## src/rtl/mitll_jtl_sched.sv

```systemverilog
// rtl/mitll_jtl_sched.sv - round-robin pulse scheduler sharing one JTL drive line; optional stats via JTL_SCHED_STATS_EN
module mitll_jtl_sched #(
    parameter int N_REQ   = 4,
    parameter int CNT_W   = 3,
    parameter int MIN_GAP = 2
) (
    input  logic                     clk,
    input  logic                     rst_n,
    input  logic [N_REQ-1:0]         req_in,
    output logic                     out,
    output logic [$clog2(N_REQ)-1:0] grant_id,
    output logic                     busy,
`ifdef JTL_SCHED_STATS_EN
    output logic [N_REQ-1:0]         overflow,
    output logic [15:0]              pulse_count
`else
    output logic [N_REQ-1:0]         overflow
`endif
);

    localparam int ID_W     = $clog2(N_REQ);
    localparam int GAP_W    = (MIN_GAP > 2) ? $clog2(MIN_GAP - 1) : 1;
    localparam int GAP_INIT = (MIN_GAP > 1) ? MIN_GAP - 2 : 0;

    typedef enum logic {
        IDLE = 1'b0,
        GAP  = 1'b1
    } state_t;

    state_t                      state, state_d;
    logic [N_REQ-1:0]            req_q;
    logic [N_REQ-1:0]            ev;
    logic [N_REQ-1:0]            dec;
    logic [N_REQ-1:0][CNT_W-1:0] pend, pend_d;
    logic [ID_W-1:0]             ptr, ptr_d;
    logic [ID_W-1:0]             grant_idx, grant_id_d;
    logic                        grant_vld;
    logic [GAP_W-1:0]            gap_cnt, gap_cnt_d;
    logic                        out_d, busy_d;
    logic [N_REQ-1:0]            overflow_d;

    function automatic logic [ID_W-1:0] rr_idx(input logic [ID_W-1:0] base, input int off);
        int sum;
        sum = int'(base) + off;
        if (sum >= N_REQ) sum = sum - N_REQ;
        return ID_W'(sum);
    endfunction

    assign ev = req_in ^ req_q;

    // Walk offsets high to low so the nearest pending requester after ptr wins.
    always_comb begin
        grant_vld = 1'b0;
        grant_idx = '0;
        if (state == IDLE) begin
            for (int k = N_REQ - 1; k >= 0; k--) begin
                if (pend[rr_idx(ptr, k)] != '0) begin
                    grant_vld = 1'b1;
                    grant_idx = rr_idx(ptr, k);
                end
            end
        end
    end

    always_comb begin
        dec = '0;
        if (grant_vld) dec[grant_idx] = 1'b1;
    end

    always_comb begin
        state_d    = state;
        gap_cnt_d  = gap_cnt;
        out_d      = out;
        grant_id_d = grant_id;
        ptr_d      = ptr;
        pend_d     = pend;
        overflow_d = overflow;

        // An event and a grant on the same counter cancel out.
        for (int i = 0; i < N_REQ; i++) begin
            if (ev[i] && !dec[i]) begin
                if (pend[i] == '1) overflow_d[i] = 1'b1;
                else               pend_d[i]     = pend[i] + 1'b1;
            end else if (dec[i] && !ev[i]) begin
                pend_d[i] = pend[i] - 1'b1;
            end
        end

        case (state)
            IDLE: begin
                if (grant_vld) begin
                    out_d      = ~out;
                    grant_id_d = grant_idx;
                    ptr_d      = (grant_idx == ID_W'(N_REQ - 1)) ? '0 : grant_idx + 1'b1;
                    if (MIN_GAP > 1) begin
                        state_d   = GAP;
                        gap_cnt_d = GAP_W'(GAP_INIT);
                    end
                end
            end
            GAP: begin
                if (gap_cnt == '0) state_d   = IDLE;
                else               gap_cnt_d = gap_cnt - 1'b1;
            end
            default: state_d = IDLE;
        endcase

        busy_d = (state_d == GAP) || (pend_d != '0);
    end

    always_ff @(posedge clk or negedge rst_n) begin
        if (!rst_n) begin
            state    <= IDLE;
            gap_cnt  <= '0;
            out      <= 1'b0;
            grant_id <= '0;
            ptr      <= '0;
            pend     <= '0;
            req_q    <= '0;
            overflow <= '0;
            busy     <= 1'b0;
        end else begin
            state    <= state_d;
            gap_cnt  <= gap_cnt_d;
            out      <= out_d;
            grant_id <= grant_id_d;
            ptr      <= ptr_d;
            pend     <= pend_d;
            req_q    <= req_in;
            overflow <= overflow_d;
            busy     <= busy_d;
        end
    end

`ifdef JTL_SCHED_STATS_EN
    always_ff @(posedge clk or negedge rst_n) begin
        if (!rst_n)         pulse_count <= '0;
        else if (grant_vld) pulse_count <= pulse_count + 16'd1;
    end
`endif

endmodule

```

## config.mk

```make
export PLATFORM = sky130hd
export DESIGN_NAME = mitll_jtl_sched
export DESIGN_NICKNAME = d
export VERILOG_FILES = /design/src/rtl/mitll_jtl_sched.sv
export SDC_FILE = /design/constraint.sdc
export NUM_CORES = 1
export LEC_CHECK = 0
export CAP_MARGIN = 20
export CORE_ASPECT_RATIO = 0.9
export CORE_MARGIN = 2
export CORE_UTILIZATION = 35
export DETAILED_ROUTE_END_ITERATION = 16
export PLACE_DENSITY = 0.54
export SLEW_MARGIN = 10
export SYNTH_ARGS = -nofsm -noshare
export SYNTH_HDL_FRONTEND = slang
export SYNTH_SLANG_ARGS = --single-unit
```

## constraint.sdc

```tcl
create_clock -name clk -period 7.62 [get_ports clk]
set_clock_uncertainty 0.2 [all_clocks]
set_input_delay 2.286 -clock clk [delete_from_list [all_inputs] [get_ports clk]]
set_output_delay 2.286 -clock clk [all_outputs]
set_load 0.03 [all_outputs]
```

==> flow_summary.json, run 1 <==
{
  "synth_cell_type_count": 51,
  "layout.nets": 212,
  "pin_count": 14,
  "powerDensity_mw_per_mm2": 302,
  "worstSkewPairLatency_ns": 0.27,
  "report.power.total_mw": 0.605,
  "viasPerCell": 5.63,
  "finalNonFillerCells": 258,
  "timing.final.hold_violations": 0,
  "gr-total-overflow": 0,
  "io_buffer_count": 13,
  "slew_headroom": 0.632,
  "r2r_setup_slack_ns": 4.03,
  "vdd_drop_max_mv": 0.0955,
  "die_area_sq_mm": 0.00563,
  "whs_path_depth": 1,
  "track_usage": 0.155,
  "critPathMaxStageDelay_ns": 0.53,
  "synth_seq_cells": 27,
  "post_cts_buffers": 0,
  "htreeDepth": 1,
  "grt_pass1_wl_microns": 6890,
  "gp_congestion": 0.895,
  "dr_total_vias": 1453,
  "critPathSlowestCell": "clkdlybuf4s50_1",
  "r2r_cells": 12,
  "hpwl_microns": 2970,
  "outcome": "complete, no violations",
  "finalSetupViolations": 0,
  "place_inst": 254,
  "ctsResizeCount": 0,
  "synth_cells": 178,
  "worstMarginPinSlew_ns": 0.548,
  "rsz0062_at_grt": "no",
  "crit_buf_inv": 1,
  "drcViolationCount": 0,
  "synthesis.area_sq_mm": 0.00177,
  "power_leakage_nw": 0.815,
  "worst-setup-path-type": "input pin to register",
  "critical_path.cell_chain": "clkdlybuf4s50_1, xor2_1, nor2_1, a21oi_1, a221oi_2, nor4_1, nand4b_1",
  "cp.required_ns": 7.57,
  "yosysWarnings": 0,
  "end_kind": "register",
  "cts_buffers": 3,
  "ys_seq_area_frac": 0.383,
  "core_sq_mm": 0.00486,
  "rr_endpoint": "busy",
  "antenna_found_initial": 0,
  "fp.dieH_microns": 71.4,
  "synth_ff_type": "dfrtp_1",
  "grt_max_degree": 28,
  "crit_cells": 7,
  "clock_path_buffers": 2,
  "holdBufCountCts": 0,
  "stdcell_area_sq_mm": 0.00200,
  "area_growth_pct": 13.5,
  "synth.avg_cell_area_sq_um": 9.92,
  "path_max_fanout": 7,
  "critPathTopFamily": "simple AND/OR/NAND/NOR gates",
  "fin_setup_tns_ns": 0,
  "max_freq_mhz": 239,
  "cap_violations": 0,
  "cp-start-kind": "input pin",
  "die_x_microns": 78.9,
  "whs_endpoint": "overflow[3]",
  "drtIter0Drc": 107,
  "final-max-slew-violation-count": 0,
  "dpl_cell_area_sq_mm": 0.00196,
  "antenna_cells": 0,
  "fill_cells": 488,
  "fin_crit_sh": 0.548,
  "layout-drive-gt1-share": 0.0984,
  "firstDrtPassIters": 4,
  "synthArstFlopShare": 1.00,
  "clockRootBuffer": "clkbuf_8",
  "wirelength_microns": 4000,
  "start_util": 0.363,
  "holdCritPathClass": "register to register",
  "std_cell_rows": 24,
  "synthesis.nets": 196,
  "grt_pass1_vias": 1451,
  "hold_start": "overflow[3]",
  "cts_sinks": 27,
  "wl_per_cell_microns": 15.5,
  "rr_startpoint": "pend[1]",
  "ant_nets": 0,
  "synth-edff-count": 0,
  "timing.final.crit_period_ns": 4.18,
  "worstPathArrival_ns": 4.13,
  "path_clk_slew_ns": 0.09,
  "cts_tree": "built"
}
-- cell type report --
cell class              instances  area, sq um  share of cell area
flip-flops and latches         27          676               0.337
repair buffers                 14          138              0.0687
well taps                      65         81.3              0.0406
clock buffers                   4         45.0              0.0225
inverters                      13         53.8              0.0269
multi-input cells             135         1010               0.504
-- worst max-delay path by stage --
stage | end | from
floorplan | busy | req_in[0]
global placement | busy | req_in[0]
detailed placement | busy | req_in[0]
global route | busy | req_in[0]
CTS | busy | req_in[0]
finish | busy | req_in[0]
-- state kept, by name, summed over array words and instances (netlist names) --
register / cells
grant_id: 2
ptr: 2
pend: 12
busy: 1
overflow: 4
req_q: 4
out: 1
state: 1
-- layout by cell type, fill, tap and decap left out, drive strengths merged, types with 2 or more instances in the layout --
cell type | netlist | final
ha | 12 | 12
nor2 | 8 | 8
clkdlybuf4s50 | 0 | 13
nand3 | 4 | 4
a21oi | 15 | 15
xor2 | 4 | 4
nor4 | 4 | 4
nand2b | 3 | 3
o21ai | 5 | 5
a211oi | 3 | 3
dfrtp | 27 | 27
and2 | 2 | 2
a21boi | 2 | 2
a31oi | 5 | 5
xnor2 | 6 | 6
nand4 | 3 | 3
nand2 | 14 | 14
inv | 13 | 13
o31ai | 3 | 3
and3 | 4 | 4
o211ai | 4 | 4
a41o | 4 | 4
or3 | 5 | 5
clkbuf | 0 | 4
nor3 | 6 | 6
a221oi | 2 | 2
mux2 | 2 | 2
-- cell families after synthesis --
group,synth area share
and+or+nand+nor,0.201
AOI/OAI and AO/OA,0.216
muxes,0.0206
DFF,0.383
xor gates and xnor gates,0.0496
buffers and inverters,0.0454
adders and majority gates,0.0850
-- routing by layer --
| layer | global-route usage | part of all wire | vias to the layer above |
|---|---|---|---|
| li1 | - | - | 700 |
| met5 | 0 | 0 | - |
| met3 | 0.0353 | 0.036 | 8 |
| met4 | 0.0536 | 0.022 | 0 |
| met2 | 0.257 | 0.48 | 33 |
| met1 | 0.200 | 0.46 | 712 |
-- synth_stat cells, types with 2 or more instances --
master	instances	area, sq um
nand2b_1	3	18.8
o21ai_0	5	25.0
buf_6	2	22.5
and2_1	2	12.5
o211ai_1	3	22.5
nor4_1	3	18.8
a21oi_1	15	75.1
or3_1	4	25.0
nand4_1	3	18.8
nor2_1	8	30.0
dfrtp_1	27	676
nand3_1	4	20.0
xnor2_1	6	52.6
o31ai_1	3	22.5
a31oi_1	5	31.3
ha_1	12	150
nor3_4	2	32.5
a221oi_2	2	30.0
a41o_1	4	40.0
a211oi_1	3	22.5
nand2_1	14	52.6
inv_1	11	41.3
a21boi_0	2	15.0
nor3_1	3	15.0
and3_1	3	18.8
xor2_1	4	35.0
-- metrics by stage --
step           setup slack [ns]  utilization  hold slack (ns)
6_report                   3.44        0.412            0.270
5_1_grt                    3.24        0.412            0.297
4_1_cts                    3.43        0.412            0.278
3_5_place_dp               3.12        0.403            0.255
3_3_place_gp               3.28        0.403            0.254
2_1_floorplan              3.96            -            0.328
-- report_power, final --
group          switching [mW]  leakage, nW  total, mW  internal (mW)
registers              0.0684        0.286      0.254          0.186
logic                   0.147        0.506      0.268          0.121
clock network          0.0448       0.0228     0.0823         0.0375
total                   0.261        0.815      0.605          0.344
(Power assumes the default switching activity.)
==> run 2, diff against run 1 <==
==> constraint.sdc (replaced) <==
create_clock -name clk -period 4.37 [get_ports clk]
set_clock_uncertainty 0.2 [all_clocks]
set_input_delay 1.311 -clock clk [delete_from_list [all_inputs] [get_ports clk]]
set_output_delay 1.311 -clock clk [all_outputs]
set_load 0.03 [all_outputs]
==> run 2 against run 1 <==
Utilization unchanged. Clock power up 76%. Via count down 3.8%. Combinational power up 70%. Non-clock buffer count unchanged. Sequential cell count unchanged. Sequential share of layout area unchanged. First-iteration DRC count up 1.9%. Critical path depth up 5. Register-to-register slack worse by 3.1 ns. Critical endpoint unchanged. Highest routed layer unchanged.
==> flow_summary.json, run 2 (synthesis gave the netlist of run 1 again) <==
{
  "start_util": 0.363,
  "grt_max_degree": 28,
  "grt_pass1_wl_microns": 6840,
  "outcome": "complete, no violations",
  "cts_buffers": 3,
  "p_sw_frac": 0.427,
  "clockRootBuffer": "clkbuf_8",
  "firstDrtPassIters": 4,
  "grt_pass1_vias": 1423,
  "worst-setup-path-type": "register to register",
  "std_cell_rows": 24,
  "clockPowerShare": 0.139,
  "reg_top3": "pend (12), overflow (4), req_q (4)",
  "io_buffer_count": 13,
  "antenna_cells": 0,
  "clock_path_buffers": 2,
  "gr-total-overflow": 0,
  "wl_per_cell_microns": 14.8,
  "holdCritPathClass": "register to register",
  "holdBufCountCts": 0,
  "vdd_drop_max_mv": 0.275,
  "drtIter0Drc": 109,
  "place_inst": 254,
  "regMostFlops": "pend",
  "rr_startpoint": "pend[4]",
  "fin_crit_sh": 0.799,
  "pin_count": 14,
  "end_kind": "register",
  "internal_power_mw": 0.599,
  "die_x_microns": 78.9,
  "area_growth_pct": 13.5,
  "ctsResizeCount": 0,
  "path_max_fanout": 7,
  "viasPerCell": 5.42,
  "largest_reg_flops": 12,
  "worstSkewPairLatency_ns": 0.27,
  "cts_tree": "built",
  "worstSetupStartpoint": "pend[4]",
  "layout-drive-gt1-share": 0.0984,
  "r2r_cells": 12,
  "power_leakage_nw": 0.815,
  "cap_violations": 0,
  "antenna_found_initial": 0,
  "ant_nets": 0,
  "post_cts_buffers": 0,
  "wirelength_microns": 3830,
  "cts_sinks": 27,
  "dr_total_vias": 1398,
  "r2r_setup_slack_ns": 0.88,
  "cp-start-kind": "register",
  "critPathSlowestCell": "a2111oi_2",
  "p_comb_frac": 0.437,
  "final_common_cell": "dfrtp_1",
  "finalNonFillerCells": 258,
  "max_freq_mhz": 287,
  "setup_slack_ns": 0.880,
  "timing.final.crit_period_ns": 3.49,
  "hold_start": "overflow[3]",
  "p_sw_mw": 0.447,
  "drcViolationCount": 0,
  "timing.final.hold_violations": 0,
  "fp.dieH_microns": 71.4,
  "cp.required_ns": 4.32,
  "rsz0062_at_grt": "no",
  "die_area_sq_mm": 0.00563,
  "core_sq_mm": 0.00486,
  "powerDensity_mw_per_mm2": 522,
  "track_usage": 0.155,
  "post-place-ws_ns": 0.820,
  "slew_headroom": 0.650,
  "final-max-slew-violation-count": 0,
  "layout.nets": 212,
  "critical_path.cell_chain": "or3_4, o211ai_1, o21ai_0, a2111oi_2, inv_2, ha_1, nand2b_1, nor2_1, a21oi_1, a221oi_2, nor4_1, nand4b_1",
  "gp_congestion": 0.857,
  "path_clk_slew_ns": 0.09,
  "fin_setup_tns_ns": 0,
  "htreeDepth": 1,
  "finalSetupViolations": 0,
  "power_frac_seq": 0.424,
  "worstPathArrival_ns": 3.44,
  "final_cell_mix": "dfrtp_1 (27), a21oi_1 (15), nand2_1 (14)",
  "critPathMaxStageDelay_ns": 0.56,
  "worstMarginPinSlew_ns": 0.523,
  "whs_path_depth": 1,
  "hpwl_microns": 2830
}
run 2: cell counts in the layout (fill, tap and decap cells not counted):
No cell type changed its count.
run 2: final cells by class:
cell class / count / area (sq um)
fillers: 495 / 2860
multi-input cells: 135 / 1010
inverters: 13 / 53.8
clock buffers: 4 / 45.0
repair buffers: 14 / 138
well taps: 65 / 81.3
flip-flops and latches: 27 / 676
run 2: through the flow:
step           total power [mW]  hold slack (ns)  utilization  area, sq um
6_report                   1.05            0.272        0.412         2000
2_1_floorplan             0.771            0.328            -         1770
4_1_cts                    1.05            0.280        0.412         2000
3_5_place_dp              0.901            0.257        0.403         1960
3_3_place_gp              0.889            0.251        0.403         1960
5_1_grt                    1.14            0.298        0.412         2000
run 2: power groups by stage:
stage / logic, mW / clock network [mW] / registers [mW]
after floorplan: 0.329 / 0 / 0.442
after global placement: 0.448 / 0 / 0.441
after detailed placement: 0.454 / 0 / 0.447
after CTS: 0.457 / 0.154 / 0.442
after global routing: 0.520 / 0.164 / 0.461
final: 0.456 / 0.145 / 0.444
run 2: final timing paths:
| kind | endpoint |
|---|---|
| max in group asynchronous | pend[3] |
| setup / recovery | busy |
| hold reg to reg | overflow[3] |
| setup reg to reg | busy |
| min in group asynchronous | overflow[0] |
| hold / removal | overflow[3] |
run 2: per-layer routing:
metal / GRT usage / share of wire
met4: 0.0402 / 0.0081
met5: 0 / 0
met3: 0.0315 / 0.024
met1: 0.209 / 0.49
met2: 0.255 / 0.48
run 2: critical path, delay by kind of cell (launching register included):
family,cells,cell delay (ns)
compound gates,5,1.16
fa+ha+maj,1,0.22
buf+inv,1,0.10
flops,1,0.50
simple gates,5,1.18
